[src/rtl/rv_fetch_unit_pkg.sv]
// Shared constants and width helper for the instruction-fetch front end.
package rv_fetch_unit_pkg;

    localparam int          INST_BYTES       = 4;
    localparam logic [31:0] DEFAULT_RESET_PC = 32'h0000_0000;

    // Counters must be able to hold the value DEPTH itself, not just DEPTH-1.
    function automatic int fetch_cnt_w(input int depth);
        return $clog2(depth) + 1;
    endfunction

endpackage

[src/rtl/fetch_fifo.sv]
// Show-ahead synchronous FIFO holding {pc, instr} entries for the fetch unit.
module fetch_fifo
    import rv_fetch_unit_pkg::*;
#(
    parameter int WIDTH = 64,
    parameter int DEPTH = 4
) (
    input  logic                          clk,
    input  logic                          rst,
    input  logic                          push,
    input  logic [WIDTH-1:0]              wdata,
    input  logic                          pop,
    input  logic                          flush,
    output logic [WIDTH-1:0]              rdata,
    output logic                          full,
    output logic                          empty,
    output logic [fetch_cnt_w(DEPTH)-1:0] count
);

    localparam int CW = fetch_cnt_w(DEPTH);
    localparam int AW = $clog2(DEPTH);

    logic [WIDTH-1:0] mem [DEPTH];
    logic [AW-1:0]    wr_ptr_reg;
    logic [AW-1:0]    rd_ptr_reg;
    logic [CW-1:0]    count_reg;
    logic             do_push;
    logic             do_pop;

    assign do_push = push && !flush;
    assign do_pop  = pop && !empty && !flush;

    always_ff @(posedge clk) begin
        if (do_push) begin
            mem[wr_ptr_reg] <= wdata;
        end
    end

    always_ff @(posedge clk) begin
        if (!rst || flush) begin
            wr_ptr_reg <= '0;
            rd_ptr_reg <= '0;
            count_reg  <= '0;
        end else begin
            wr_ptr_reg <= wr_ptr_reg + AW'(do_push);
            rd_ptr_reg <= rd_ptr_reg + AW'(do_pop);
            count_reg  <= count_reg + CW'(do_push) - CW'(do_pop);
        end
    end

    assign count = count_reg;
    assign empty = (count_reg == '0);
    assign full  = (count_reg == CW'(DEPTH));
    // Head reads as zero when empty so decode never sees stale entries.
    assign rdata = empty ? '0 : mem[rd_ptr_reg];

    overflow_chk: assert property (@(posedge clk) disable iff (!rst)
        !(push && !flush && full && !pop));

endmodule

[src/rtl/rv_fetch_unit.sv]
// Decoupled fetch stage: PC ownership, credit-limited imem requests, prefetch FIFO, redirects.
// Optional misaligned-redirect trap enabled by defining FETCH_MISALIGN_CHK_EN.
module rv_fetch_unit
    import rv_fetch_unit_pkg::*;
#(
    parameter int              XLEN       = 32,
    parameter logic [XLEN-1:0] RESET_PC   = XLEN'(DEFAULT_RESET_PC),
    parameter int              FIFO_DEPTH = 4
) (
    input  logic            clk,
    input  logic            rst,
    output logic            imem_req_valid,
    input  logic            imem_req_ready,
    output logic [XLEN-1:0] imem_req_addr,
    input  logic            imem_rsp_valid,
    input  logic [31:0]     imem_rsp_data,
    input  logic            redirect_valid,
    input  logic [XLEN-1:0] redirect_pc,
    output logic            inst_valid,
    input  logic            inst_ready,
    output logic [31:0]     inst_data,
    output logic [XLEN-1:0] inst_pc,
    output logic            fetch_misaligned
);

    localparam int CW = fetch_cnt_w(FIFO_DEPTH);
    localparam int EW = XLEN + 32;

    logic [XLEN-1:0] pc_reg;
    logic [CW-1:0]   outstanding_reg;
    logic [CW-1:0]   drop_cnt_reg;
    logic [CW-1:0]   fifo_count;
    logic [CW-1:0]   live;
    logic [CW:0]     credit_sum;
    logic [XLEN-1:0] target_pc;
    logic [XLEN-1:0] rsp_pc;
    logic [EW-1:0]   fifo_head;
    logic            fifo_full;
    logic            fifo_empty;
    logic            halted;
    logic            accept;
    logic            rsp_fire;
    logic            push;
    logic            pop;

`ifdef FETCH_MISALIGN_CHK_EN
    logic misaligned_reg;

    always_ff @(posedge clk) begin
        if (!rst) begin
            misaligned_reg <= 1'b0;
        end else if (redirect_valid) begin
            misaligned_reg <= (redirect_pc[1:0] != 2'b00);
        end
    end

    assign target_pc        = redirect_pc;
    assign halted           = misaligned_reg;
    assign fetch_misaligned = misaligned_reg;
`else
    assign target_pc        = redirect_pc & ~XLEN'(INST_BYTES - 1);
    assign halted           = 1'b0;
    assign fetch_misaligned = 1'b0;
`endif

    // Credits cover FIFO slots plus in-flight requests, so a push can never overflow.
    assign credit_sum     = {1'b0, fifo_count} + {1'b0, outstanding_reg};
    assign imem_req_valid = rst && !redirect_valid && !halted && !fifo_full
                            && (credit_sum < (CW+1)'(FIFO_DEPTH));
    assign imem_req_addr  = pc_reg;
    assign accept         = imem_req_valid && imem_req_ready;

    // Responses with nothing tracked (memory not yet reset with us) are ignored.
    assign rsp_fire = imem_rsp_valid && (outstanding_reg != '0);

    // Live requests were issued back-to-back since the last redirect, so the
    // oldest one sits 4*live bytes behind the current pc.
    assign live   = outstanding_reg - drop_cnt_reg;
    assign rsp_pc = pc_reg - XLEN'(live) * XLEN'(INST_BYTES);

    assign push = rsp_fire && !redirect_valid && (drop_cnt_reg == '0);
    assign pop  = inst_valid && inst_ready && !redirect_valid;

    always_ff @(posedge clk) begin
        if (!rst) begin
            pc_reg          <= RESET_PC;
            outstanding_reg <= '0;
            drop_cnt_reg    <= '0;
        end else if (redirect_valid) begin
            pc_reg          <= target_pc;
            outstanding_reg <= outstanding_reg - CW'(rsp_fire);
            drop_cnt_reg    <= outstanding_reg - CW'(rsp_fire);
        end else begin
            if (accept) begin
                pc_reg <= pc_reg + XLEN'(INST_BYTES);
            end
            outstanding_reg <= outstanding_reg + CW'(accept) - CW'(rsp_fire);
            if (rsp_fire && (drop_cnt_reg != '0)) begin
                drop_cnt_reg <= drop_cnt_reg - 1'b1;
            end
        end
    end

    fetch_fifo #(
        .WIDTH (EW),
        .DEPTH (FIFO_DEPTH)
    ) u_fifo (
        .clk   (clk),
        .rst   (rst),
        .push  (push),
        .wdata ({rsp_pc, imem_rsp_data}),
        .pop   (pop),
        .flush (redirect_valid),
        .rdata (fifo_head),
        .full  (fifo_full),
        .empty (fifo_empty),
        .count (fifo_count)
    );

    assign inst_valid = !fifo_empty;
    assign inst_data  = fifo_head[31:0];
    assign inst_pc    = fifo_head[EW-1:32];

endmodule

[config.mk]
export PLATFORM = sky130hd
export DESIGN_NAME = rv_fetch_unit
export DESIGN_NICKNAME = d
export VERILOG_FILES = /design/src/rtl/rv_fetch_unit_pkg.sv /design/src/rtl/fetch_fifo.sv /design/src/rtl/rv_fetch_unit.sv
export SDC_FILE = /design/constraint.sdc
export NUM_CORES = 1
export LEC_CHECK = 0
export ABC_AREA = 1
export BUFFER_PORTS_ARGS = -buffer_cell sky130_fd_sc_hd__buf_2
export CAP_MARGIN = 20
export CORE_ASPECT_RATIO = 1.25
export CORE_MARGIN = 1.5
export CORE_UTILIZATION = 45
export CTS_CLUSTER_DIAMETER = 50
export CTS_CLUSTER_SIZE = 16
export DETAILED_ROUTE_END_ITERATION = 6
export PLACE_DENSITY = 0.73
export SYNTH_ARGS = -nofsm -noshare
export SYNTH_HDL_FRONTEND = slang
export SYNTH_SLANG_ARGS = --single-unit
[constraint.sdc]
create_clock -name clk -period 5.6 [get_ports clk]
set_clock_uncertainty 0.1 [all_clocks]
set_input_delay 0 -clock clk [delete_from_list [all_inputs] [get_ports clk]]
set_output_delay 0 -clock clk [all_outputs]
set_load 0.05 [all_outputs]
# Yosys cells after proc, flatten, opt, wreduce, memory -nomap -nowiden
# Memory sizes are Yosys's and may differ from the RTL's. A register that Yosys moved wholly into a read port is not among the register bits.
# Index checks and enable logic that the tools add are counted.
# word_totals
register_bits	45
ramBits	256
in_bits	70
out_inout_bits	99
wordCells	57
memories	1
# memory_table
memory	words	word_bits	rd	rd_clocked_by_memory_dff	wr	line	rtl
u_fifo.mem	4	64	1	1	1	fetch_fifo.sv:23	logic [WIDTH-1:0] mem [DEPTH];
# op_classes
n_addsub	12
n_lt_le_gt_ge	1
n_eq_ne	1
muxes	9
n_bitwise	1
reduce_logical	25
# ops
operator	n
2-to-1 mux 32 bit	2
2-to-1 mux 64 bit	1
adder 32 x 3 -> 32 bit (second input constant)	1
subtractor 32 x 5 -> 32 bit	1
logical AND 1 bit	13
2-to-1 mux 3 bit	3
subtractor 3 x 1 -> 3 bit	3
adder 3 x 1 -> 3 bit	2
zero test 3 bit	2
nonzero test 3 bit	2
adder 2 x 1 -> 2 bit	2
adder 3 x 3 -> 4 bit	1
zero test 1 bit	4
< comparator 4 x 3 -> 1 bit (second input constant)	1
nonzero test 2 bit	2
== test 3 bit (second input constant)	1
subtractor 3 x 1 -> 3 bit (second input constant)	1
subtractor 3 bit	1
2-to-1 mux 1 bit	2
2-to-1 mux 2 bit	1
OR reduction 2 bit	1
logical OR 1 bit	1
inverter 1 bit	1

# Longest topological paths before layout
# Gate-level depths: netlist (run 1).
# depth
word_depth	8
depth_mapped	15

# Modules after synthesis
# Synthesis (run 1) repeated with hierarchy kept, for this count alone.
# hier_totals
cells_unflattened	1382
hier_area_um2	13751.9
# by_module_without_submodules
mod	n_inst	cells_per_inst	area_each_um2	seq_area_each_um2
fetch_fifo	1	811	10298.6	7827.5
rv_fetch_unit	1	571	3453.3	720.7

# Least setup slack after synthesis (run 1)
# Ideal clock, no wire load.
# synth_timing
path_type	reg-to-reg
from	reg outstanding_reg[1]
to	mem u_fifo.mem[0][0] (enable)
t_arrival_ns	5.269
required_time_ns	4.941
setup_slack_ns	-0.328
stages_incl_launch_ff	5
n_path_buf	0
period_less_slack_ns	5.928
cell_sequence	dfxtp_1 -> inv_1 -> a31oi_1 -> nand4_1 -> nor3_1
# synth_via
elab_chain_cells	7
# synth_lines
item	line	rtl
from (decl)	rv_fetch_unit.sv:30	logic [CW-1:0] outstanding_reg;
from (signal assigned)	rv_fetch_unit.sv:91	outstanding_reg <= outstanding_reg - CW'(rsp_fire);
from (signal assigned)	rv_fetch_unit.sv:97	outstanding_reg <= outstanding_reg + CW'(accept) - CW'(rsp_fire);
nonzero test 3 bit	rv_fetch_unit.sv:74	assign rsp_fire = imem_rsp_valid && (outstanding_reg != '0);
logical AND 1 bit	rv_fetch_unit.sv:74	
logical AND 1 bit (2 in a row)	rv_fetch_unit.sv:81	assign push = rsp_fire && !redirect_valid && (drop_cnt_reg == '0);
logical AND 1 bit	fetch_fifo.sv:30	assign do_push = push && !flush;
2-to-1 mux 1 bit	fetch_fifo.sv:34	if (do_push) begin
2-to-1 mux 1 bit (not written as such)	fetch_fifo.sv:35	mem[wr_ptr_reg] <= wdata;
to (decl)	fetch_fifo.sv:23	
# Every way passes these cells.

# Worst setup path after layout (run 1)
# layout_timing
from	reg outstanding_reg[0]
to	mem u_fifo.mem[2][57], data pin
# layout_via
elab_chain_cells	2
# layout_lines
item	line	rtl
subtractor 3 bit	rv_fetch_unit.sv:78	assign live = outstanding_reg - drop_cnt_reg;
subtractor 32 x 5 -> 32 bit	rv_fetch_unit.sv:79	assign rsp_pc = pc_reg - XLEN'(live) * XLEN'(INST_BYTES);
net rsp_pc[25]	rv_fetch_unit.sv:36	logic [XLEN-1:0] rsp_pc;
# The timed path passes the listed nets, and every way through them passes these cells.

==> impl_metrics.xml, run 1 <==
<?xml version="1.0" encoding="UTF-8"?>
<metrics>
  <group name="outcome">
    <metric name="outcome" unit="">finished, final reports clean</metric>
  </group>
  <group name="clock_tree">
    <metric name="tritoncts.num_buffers" unit="">26</metric>
    <metric name="tritoncts" unit="">done</metric>
    <metric name="clk_pin_slew_worst_paths" unit="ns">0.07</metric>
    <metric name="htreeDepth" unit="">1</metric>
    <metric name="cts.repair_timing.setup_buffer_count" unit="">0</metric>
    <metric name="insertion_delay" unit="ns">0.54</metric>
    <metric name="clock_tree.buffer_depth" unit="">3</metric>
    <metric name="numClockSinks" unit="">291</metric>
    <metric name="clockRootBuffer" unit="">clkbuf_16</metric>
  </group>
  <group name="placement">
    <metric name="dp.final_hpwl" unit="um">18800</metric>
    <metric name="placedCellCount" unit="">1881</metric>
    <metric name="dp_worst_setup_slack" unit="ns">2.30</metric>
    <metric name="finalWeightedCongestion" unit="">0.918</metric>
    <metric name="place_area" unit="um^2">14500</metric>
    <metric name="place.port_buffers" unit="">161</metric>
  </group>
  <group name="grt">
    <metric name="groute.layer.met1.usage" unit="">0.256</metric>
    <metric name="grt_max_degree" unit="">73</metric>
    <metric name="highest_utilization_routing_layer_at_the_global_route_stage" unit="">met2</metric>
    <metric name="global_route_wire_length_before_repair" unit="um">52000</metric>
    <metric name="gr_usage_total" unit="">0.214</metric>
    <metric name="grtUsageMet2" unit="">0.390</metric>
    <metric name="globalRouteMet3Util" unit="">0.0247</metric>
    <metric name="grt_remaining_overflow" unit="">0</metric>
    <metric name="antenna_violations_before_repair" unit="">0</metric>
    <metric name="grt_pass1_vias" unit="">10400</metric>
  </group>
  <group name="setup_path">
    <metric name="cp-end-kind" unit="">flip-flop</metric>
    <metric name="critPathArrivalTime" unit="ns">3.56</metric>
    <metric name="path_class" unit="">flip-flop to flip-flop</metric>
    <metric name="cp_max_fo" unit="">4</metric>
    <metric name="startpoint_type" unit="">flip-flop</metric>
    <metric name="timing.critical_path.required" unit="ns">5.82</metric>
  </group>
  <group name="finish">
    <metric name="design_area" unit="um^2">16300</metric>
    <metric name="antenna-diode-count" unit="">0</metric>
    <metric name="syn2layout_area_growth" unit="%">21.9</metric>
    <metric name="post_route_cells_drive_above_1_share" unit="">0.146</metric>
    <metric name="largest_register_by_flop_count" unit="">u_fifo.mem</metric>
    <metric name="final.fill_count" unit="">2477</metric>
    <metric name="layoutNonFillerInstCount" unit="">2028</metric>
    <metric name="numnets_final" unit="">1706</metric>
    <metric name="largest_reg_flops" unit="">248</metric>
  </group>
  <group name="pwr">
    <metric name="cellLeakagePower" unit="nW">6.39</metric>
    <metric name="comb_power_share" unit="">0.180</metric>
    <metric name="cellInternalPower" unit="W">0.00381</metric>
    <metric name="power.net_switching" unit="W">0.00151</metric>
    <metric name="p_seq_frac" unit="">0.495</metric>
    <metric name="vdd.ir_drop.worst" unit="uV">258</metric>
    <metric name="clock_share_of_power" unit="">0.324</metric>
    <metric name="power_density" unit="nW/um^2">325</metric>
    <metric name="switching_portion_of_total_power" unit="">0.284</metric>
  </group>
  <group name="job">
    <metric name="max_cap_viol_count" unit="">0</metric>
  </group>
  <group name="sta">
    <metric name="report.final.hold_viol_count" unit="">0</metric>
    <metric name="final-setup-viol-count" unit="">0</metric>
    <metric name="timing.final.max_slew_violations" unit="">0</metric>
    <metric name="max_slew_headroom_at_the_worst_pin" unit="">0.358</metric>
    <metric name="worst_slack" unit="ns">2.26</metric>
    <metric name="grt_setup_unrepaired" unit="">no</metric>
    <metric name="max_slew.worst_pin.slew" unit="ns">0.963</metric>
    <metric name="min_period" unit="ns">3.34</metric>
    <metric name="max_freq" unit="MHz">300</metric>
    <metric name="period_share" unit="">0.596</metric>
  </group>
  <group name="die">
    <metric name="fp-row-count" unit="">70</metric>
    <metric name="initial_utilization" unit="">0.458</metric>
    <metric name="die-height" unit="um">196</metric>
    <metric name="floorplan.die_area" unit="um^2">30800</metric>
    <metric name="placeableCoreArea" unit="um^2">29300</metric>
    <metric name="i_o_pin_count" unit="">169</metric>
    <metric name="floorplan.die.width" unit="um">157</metric>
  </group>
  <group name="yosys">
    <metric name="yosysUniqueCellTypes" unit="">36</metric>
    <metric name="synth-seq-area-share" unit="">0.620</metric>
    <metric name="synth-warning-count" unit="">0</metric>
    <metric name="syn-mean-instance-area" unit="um^2">9.67</metric>
    <metric name="ys_ff_latch" unit="">291</metric>
    <metric name="synth_cells" unit="">1387</metric>
    <metric name="netlist_area" unit="um^2">13400</metric>
  </group>
  <group name="routing">
    <metric name="totalWireLength" unit="um">32700</metric>
    <metric name="detailedRoute.firstIterationViolations" unit="">588</metric>
    <metric name="detailedRoute.firstPassIterationCount" unit="">5</metric>
    <metric name="drc" unit="">0</metric>
    <metric name="post_drt_via_cell_ratio" unit="">5.09</metric>
    <metric name="count_of_vias_placed_by_the_detailed_router" unit="">10300</metric>
    <metric name="avgRoutedWirePerCell" unit="um">16.1</metric>
    <metric name="final_antenna_net_count" unit="">0</metric>
  </group>
  <group name="worst_hold_path">
    <metric name="class_of_the_most_critical_hold_timing_path" unit="">input pin to flip-flop</metric>
  </group>
</metrics>
stage by stage:
step | util | setup TNS [ns] | total power (W) | hold WS [ns]
floorplan | - | -81.19 | 0.00333 | -0.00113
global placement | 0.495 | 0 | 0.00354 | 0.115
detailed placement | 0.495 | 0 | 0.00357 | 0.118
CTS | 0.558 | 0 | 0.00534 | 0.0115
global route | 0.559 | 0 | 0.00556 | 0.0666
finish | 0.559 | 0 | 0.00531 | 0.0387
Yosys cell counts (all sizes together):
cell | count | share of area
nand4 | 5 | 0.0023
inv | 88 | 0.025
nand2 | 180 | 0.051
o21ai | 143 | 0.053
clkbuf | 40 | 0.011
a21oi | 90 | 0.034
conb | 1 | 0.00028
o21bai | 2 | 0.0011
a22o | 2 | 0.0013
or2 | 1 | 0.00047
edfxtp | 248 | 0.56
o21a | 1 | 0.00056
nor4 | 2 | 0.00093
dfxtp | 43 | 0.064
and2 | 2 | 0.00093
nor2 | 361 | 0.11
a31oi | 1 | 0.00047
xnor2 | 4 | 0.0026
xor2 | 31 | 0.020
ha | 17 | 0.016
nor3 | 11 | 0.0045
nand3 | 72 | 0.027
fa | 4 | 0.0060
buf | 38 | 0.016
final cells by class:
class / count / area (um^2) / share of cell area
clock buffer: 34 / 702 / 0.0430
multi-input combinational: 934 / 4440 / 0.272
tap: 396 / 495 / 0.0303
clock inverter: 11 / 120 / 0.00735
inverter: 88 / 333 / 0.0204
timing repair buffer: 274 / 1930 / 0.118
sequential: 291 / 8310 / 0.509
per-layer routing:
metal | part of all wire | up-vias
met5 | 0 | -
met4 | 0.027 | 0
met3 | 0.055 | 67
met2 | 0.51 | 331
met1 | 0.40 | 4827
li1 | - | 5093
power groups by stage:
stage	registers [W]	clock network, W	logic (W)
final	0.00263	0.00172	0.000958
after global routing	0.00264	0.00185	0.00107
after CTS	0.00263	0.00176	0.000953
after detailed placement	0.00268	0	0.000891
after global placement	0.00267	0	0.000866
after floorplan	0.00271	0	0.000618
cell families after synthesis:
logic type	Yosys count	share of synthesized area
buffers and inverters	166	0.0519
XOR/XNOR	35	0.0229
AO/OA/AOI/OAI	239	0.0904
flip-flops	291	0.620
AND/OR/NAND/NOR	634	0.193
adder cells (fa/ha/maj)	21	0.0218
other	1	0.000280
final timing paths:
path              slack [ns]               start  cells after the start                 to
hold reg to reg         0.40     drop_cnt_reg[2]                      2    drop_cnt_reg[2]
setup reg to reg        2.26  outstanding_reg[0]                     14  u_fifo.mem[2][57]
setup / recovery        2.26  outstanding_reg[0]                     14  u_fifo.mem[2][57]
hold / removal          0.04      imem_req_ready                      7  imem_req_addr[15]
repair_timing:
| item | in CTS | in global routing |
|---|---|---|
| endpoints found under the hold margin | 170 | 0 |
| resized for setup | 0 | 0 |
| hold buffers | 101 | 0 |
worst max-delay path, stage by stage, from the launching register on:
cell	delay [ns]
dfxtp_1	0.33
inv_1	0.11
ha_1	0.15
inv_1	0.04
fa_1	0.37
xnor2_1	0.14
xor2_1	0.16
ha_1	0.35
inv_1	0.05
o21ai_0	0.48
inv_1	0.16
nand2_1	0.19
nor2_1	0.10
nand2_1	0.08
xor2_1	0.29
placed cells by master, fill, tap and decap left out, types with 3 or more instances in the layout:
master	netlist	final
o21ai_0	143	143
edfxtp_1	248	248
ha_1	17	17
clkbuf_16	0	27
clkbuf_1	37	7
nor3_1	10	6
nand2_1	177	177
xor2_1	31	31
inv_1	84	84
a21oi_1	90	90
fa_1	4	4
xnor2_1	4	4
inv_2	3	3
nand3_1	71	71
dlygate4sd3_1	0	101
buf_4	6	10
nor2_2	7	7
nor3_2	1	4
dfxtp_1	43	41
nor2_1	349	349
buf_2	23	161
nand4_1	5	5
nor2_4	5	5
conb_1	1	5
No activity file was read; power rests on OpenSTA's default activity.
==> run 2: changes to the inputs <==
Clock period 5.6 ns to 2.75 ns, I/O delays scaled along.
==> impl_metrics.xml, run 2 (same netlist as run 1, synthesis figures left out) <==
<?xml version="1.0" encoding="UTF-8"?>
<metrics>
  <group name="placement">
    <metric name="dp_worst_setup_slack" unit="ns">-0.222</metric>
    <metric name="finalWeightedCongestion" unit="">0.936</metric>
    <metric name="place_area" unit="um^2">14900</metric>
    <metric name="place.port_buffers" unit="">161</metric>
    <metric name="dp.final_hpwl" unit="um">21200</metric>
    <metric name="placedCellCount" unit="">1910</metric>
  </group>
  <group name="routing">
    <metric name="avgRoutedWirePerCell" unit="um">17.2</metric>
    <metric name="drc" unit="">0</metric>
    <metric name="final_antenna_net_count" unit="">0</metric>
    <metric name="route.top_layer_used" unit="">met4</metric>
    <metric name="count_of_vias_placed_by_the_detailed_router" unit="">10800</metric>
    <metric name="met2WireLength" unit="um">18500</metric>
    <metric name="detailedRoute.firstPassIterationCount" unit="">5</metric>
    <metric name="wl_met1" unit="um">14000</metric>
    <metric name="detailedRoute.firstIterationViolations" unit="">757</metric>
    <metric name="post_drt_via_cell_ratio" unit="">5.23</metric>
    <metric name="detailroute.wirelength.met3" unit="um">1970</metric>
    <metric name="totalWireLength" unit="um">35300</metric>
  </group>
  <group name="setup_path">
    <metric name="critPathBufInv" unit="">6</metric>
    <metric name="critical_path_s_largest_stage_delay" unit="ns">0.35</metric>
    <metric name="cp_max_fo" unit="">4</metric>
    <metric name="crit-reg2reg-launch" unit="">outstanding_reg[0]</metric>
    <metric name="startpoint_type" unit="">flip-flop</metric>
    <metric name="path_class" unit="">flip-flop to flip-flop</metric>
    <metric name="critical-path-top-delay-family" unit="">adder cells</metric>
    <metric name="worst_r2r_path_depth" unit="">16</metric>
    <metric name="cp-end-kind" unit="">flip-flop</metric>
    <metric name="reg2reg_setup_slack" unit="ns">-0.15</metric>
    <metric name="crit_path_cell_trace" unit="">inv_2 &gt; ha_4 &gt; inv_2 &gt; fa_2 &gt; xnor2_2 &gt; xor2_1 &gt; ha_1 &gt; buf_6 &gt; buf_6 &gt; inv_4 &gt; o21ai_4 &gt; inv_4 &gt; nand2_4 &gt; nor2_4 &gt; nand2_2 &gt; xor2_2</metric>
    <metric name="timing.critical_path.required" unit="ns">2.92</metric>
    <metric name="r2r_end" unit="">u_fifo.mem[3][57]</metric>
    <metric name="critPathArrivalTime" unit="ns">3.07</metric>
    <metric name="timing.critical_path.slowest_stage_cell" unit="">fa_2</metric>
  </group>
  <group name="die">
    <metric name="i_o_pin_count" unit="">169</metric>
    <metric name="die-height" unit="um">196</metric>
    <metric name="placeableCoreArea" unit="um^2">29300</metric>
    <metric name="floorplan.die.width" unit="um">157</metric>
    <metric name="initial_utilization" unit="">0.458</metric>
    <metric name="floorplan.die_area" unit="um^2">30800</metric>
    <metric name="fp-row-count" unit="">70</metric>
  </group>
  <group name="pwr">
    <metric name="finalPower" unit="W">0.0120</metric>
    <metric name="vdd.ir_drop.worst" unit="uV">434</metric>
    <metric name="power_density" unit="nW/um^2">694</metric>
    <metric name="cellLeakagePower" unit="nW">6.71</metric>
  </group>
  <group name="finish">
    <metric name="layoutNonFillerInstCount" unit="">2058</metric>
    <metric name="post_route_cells_drive_above_1_share" unit="">0.211</metric>
    <metric name="numnets_final" unit="">1735</metric>
    <metric name="final_cell_mix" unit="">341 x nor2_1, 248 x edfxtp_1, 170 x nand2_1, 161 x buf_2, 138 x o21ai_0</metric>
    <metric name="largest_reg_flops" unit="">248</metric>
    <metric name="antenna-diode-count" unit="">0</metric>
    <metric name="mostFrequentLayoutCell" unit="">nor2_1</metric>
    <metric name="syn2layout_area_growth" unit="%">29.2</metric>
    <metric name="design_area" unit="um^2">17300</metric>
    <metric name="largest_register_by_flop_count" unit="">u_fifo.mem</metric>
  </group>
  <group name="worst_hold_path">
    <metric name="min_to" unit="">imem_req_addr[2]</metric>
    <metric name="hold_depth" unit="">5</metric>
    <metric name="hp-start" unit="">imem_req_ready</metric>
    <metric name="class_of_the_most_critical_hold_timing_path" unit="">input pin to flip-flop</metric>
  </group>
  <group name="clock_tree">
    <metric name="insertion_delay" unit="ns">0.54</metric>
    <metric name="tritoncts.num_buffers" unit="">26</metric>
    <metric name="clockRootBuffer" unit="">clkbuf_16</metric>
    <metric name="numClockSinks" unit="">291</metric>
    <metric name="tritoncts" unit="">done</metric>
    <metric name="clk_pin_slew_worst_paths" unit="ns">0.07</metric>
    <metric name="clock_tree.buffer_depth" unit="">3</metric>
    <metric name="htreeDepth" unit="">1</metric>
  </group>
  <group name="grt">
    <metric name="grt_remaining_overflow" unit="">0</metric>
    <metric name="grt_pass1_vias" unit="">10900</metric>
    <metric name="antenna_violations_before_repair" unit="">0</metric>
    <metric name="grt_max_degree" unit="">93</metric>
    <metric name="global_route_wire_length_before_repair" unit="um">55100</metric>
    <metric name="gr_usage_total" unit="">0.228</metric>
  </group>
  <group name="sta">
    <metric name="grt_setup_unrepaired" unit="">yes</metric>
    <metric name="period_share" unit="">1.05</metric>
    <metric name="max_freq" unit="MHz">345</metric>
    <metric name="timing.final.max_slew_violations" unit="">0</metric>
    <metric name="final-setup-viol-count" unit="">52</metric>
    <metric name="min_period" unit="ns">2.90</metric>
    <metric name="max_slew_headroom_at_the_worst_pin" unit="">0.414</metric>
    <metric name="report.final.hold_viol_count" unit="">0</metric>
    <metric name="worst_slack" unit="ns">-0.146</metric>
    <metric name="max_slew.worst_pin.slew" unit="ns">0.877</metric>
    <metric name="fin_setup_tns" unit="ns">-3.52</metric>
  </group>
  <group name="outcome">
    <metric name="outcome" unit="">finished, violations left</metric>
    <metric name="failing_checks" unit="">setup timing</metric>
  </group>
  <group name="job">
    <metric name="max_cap_viol_count" unit="">0</metric>
  </group>
</metrics>
## run 2: cell types whose count changed in the layout (fill, tap and decap cells not counted), moves of 7 or more
cell,before,now
inv_1,84,77
buf_6,0,8
buf_12,2,15
xor2_1,31,13
nand2_1,177,170
dlygate4sd3_1,101,91
buf_4,10,28
nor3_4,1,8
xor2_2,0,13
nor2_1,349,341
## run 2: area by class of cell
class / count / area [um^2]
Clock buffer: 32 / 714
Clock inverter: 14 / 195
Inverter: 88 / 347
Tap cell: 396 / 495
Sequential cell: 291 / 8320
Multi-Input combinational cell: 934 / 4930
Timing Repair Buffer: 303 / 2320
Fill cell: 2386 / 11900
## run 2: tightest hold or removal path, delay by kind of cell
kind	cells	cell delay, ns
simple gates	1	0.11
buf+inv	2	0.29
compound gates	2	0.22
## run 2: how the worst max path moves through the flow
stage,startpoint,to,slack (ns),cells past startpoint
after floorplan,outstanding_reg[1],u_fifo.mem[0][0],-0.42,4
after global placement,outstanding_reg[0],u_fifo.mem[1][57],-0.11,14
after detailed placement,outstanding_reg[0],u_fifo.mem[0][59],-0.22,13
after CTS,outstanding_reg[0],u_fifo.mem[0][58],-0.13,14
after global routing,outstanding_reg[0],u_fifo.mem[3][58],-0.26,14
final,outstanding_reg[0],u_fifo.mem[3][57],-0.15,16
## run 2: what timing repair did
item | in CTS | in global routing
resized for setup | 41 | 59
hold endpoints to repair | 171 | 0
hold buffers | 91 | 0
pin swaps | 12 | 19
setup buffers | 4 | 7
endpoints found under the setup margin | 84 | 122
## run 2: power breakdown
part / switching [W] / internal (W)
registers: 0.000150 / 0.00523
logic: 0.00174 / 0.00107
clock network: 0.00161 / 0.00224
total: 0.00350 / 0.00853
## run 2: metal layers
layer / up-vias / GRT usage
li1: 5149 / -
met1: 5168 / 0.275
met2: 375 / 0.420
met3: 66 / 0.0296
met4: 0 / 0.0713
met5: - / 0
## run 2: metrics by stage
stage | hold slack, ns | utilization
after floorplan | -0.00113 | -
after global placement | 0.110 | 0.510
after detailed placement | 0.116 | 0.510
after CTS | 0.0330 | 0.580
after global routing | 0.0938 | 0.592
final | 0.0469 | 0.592
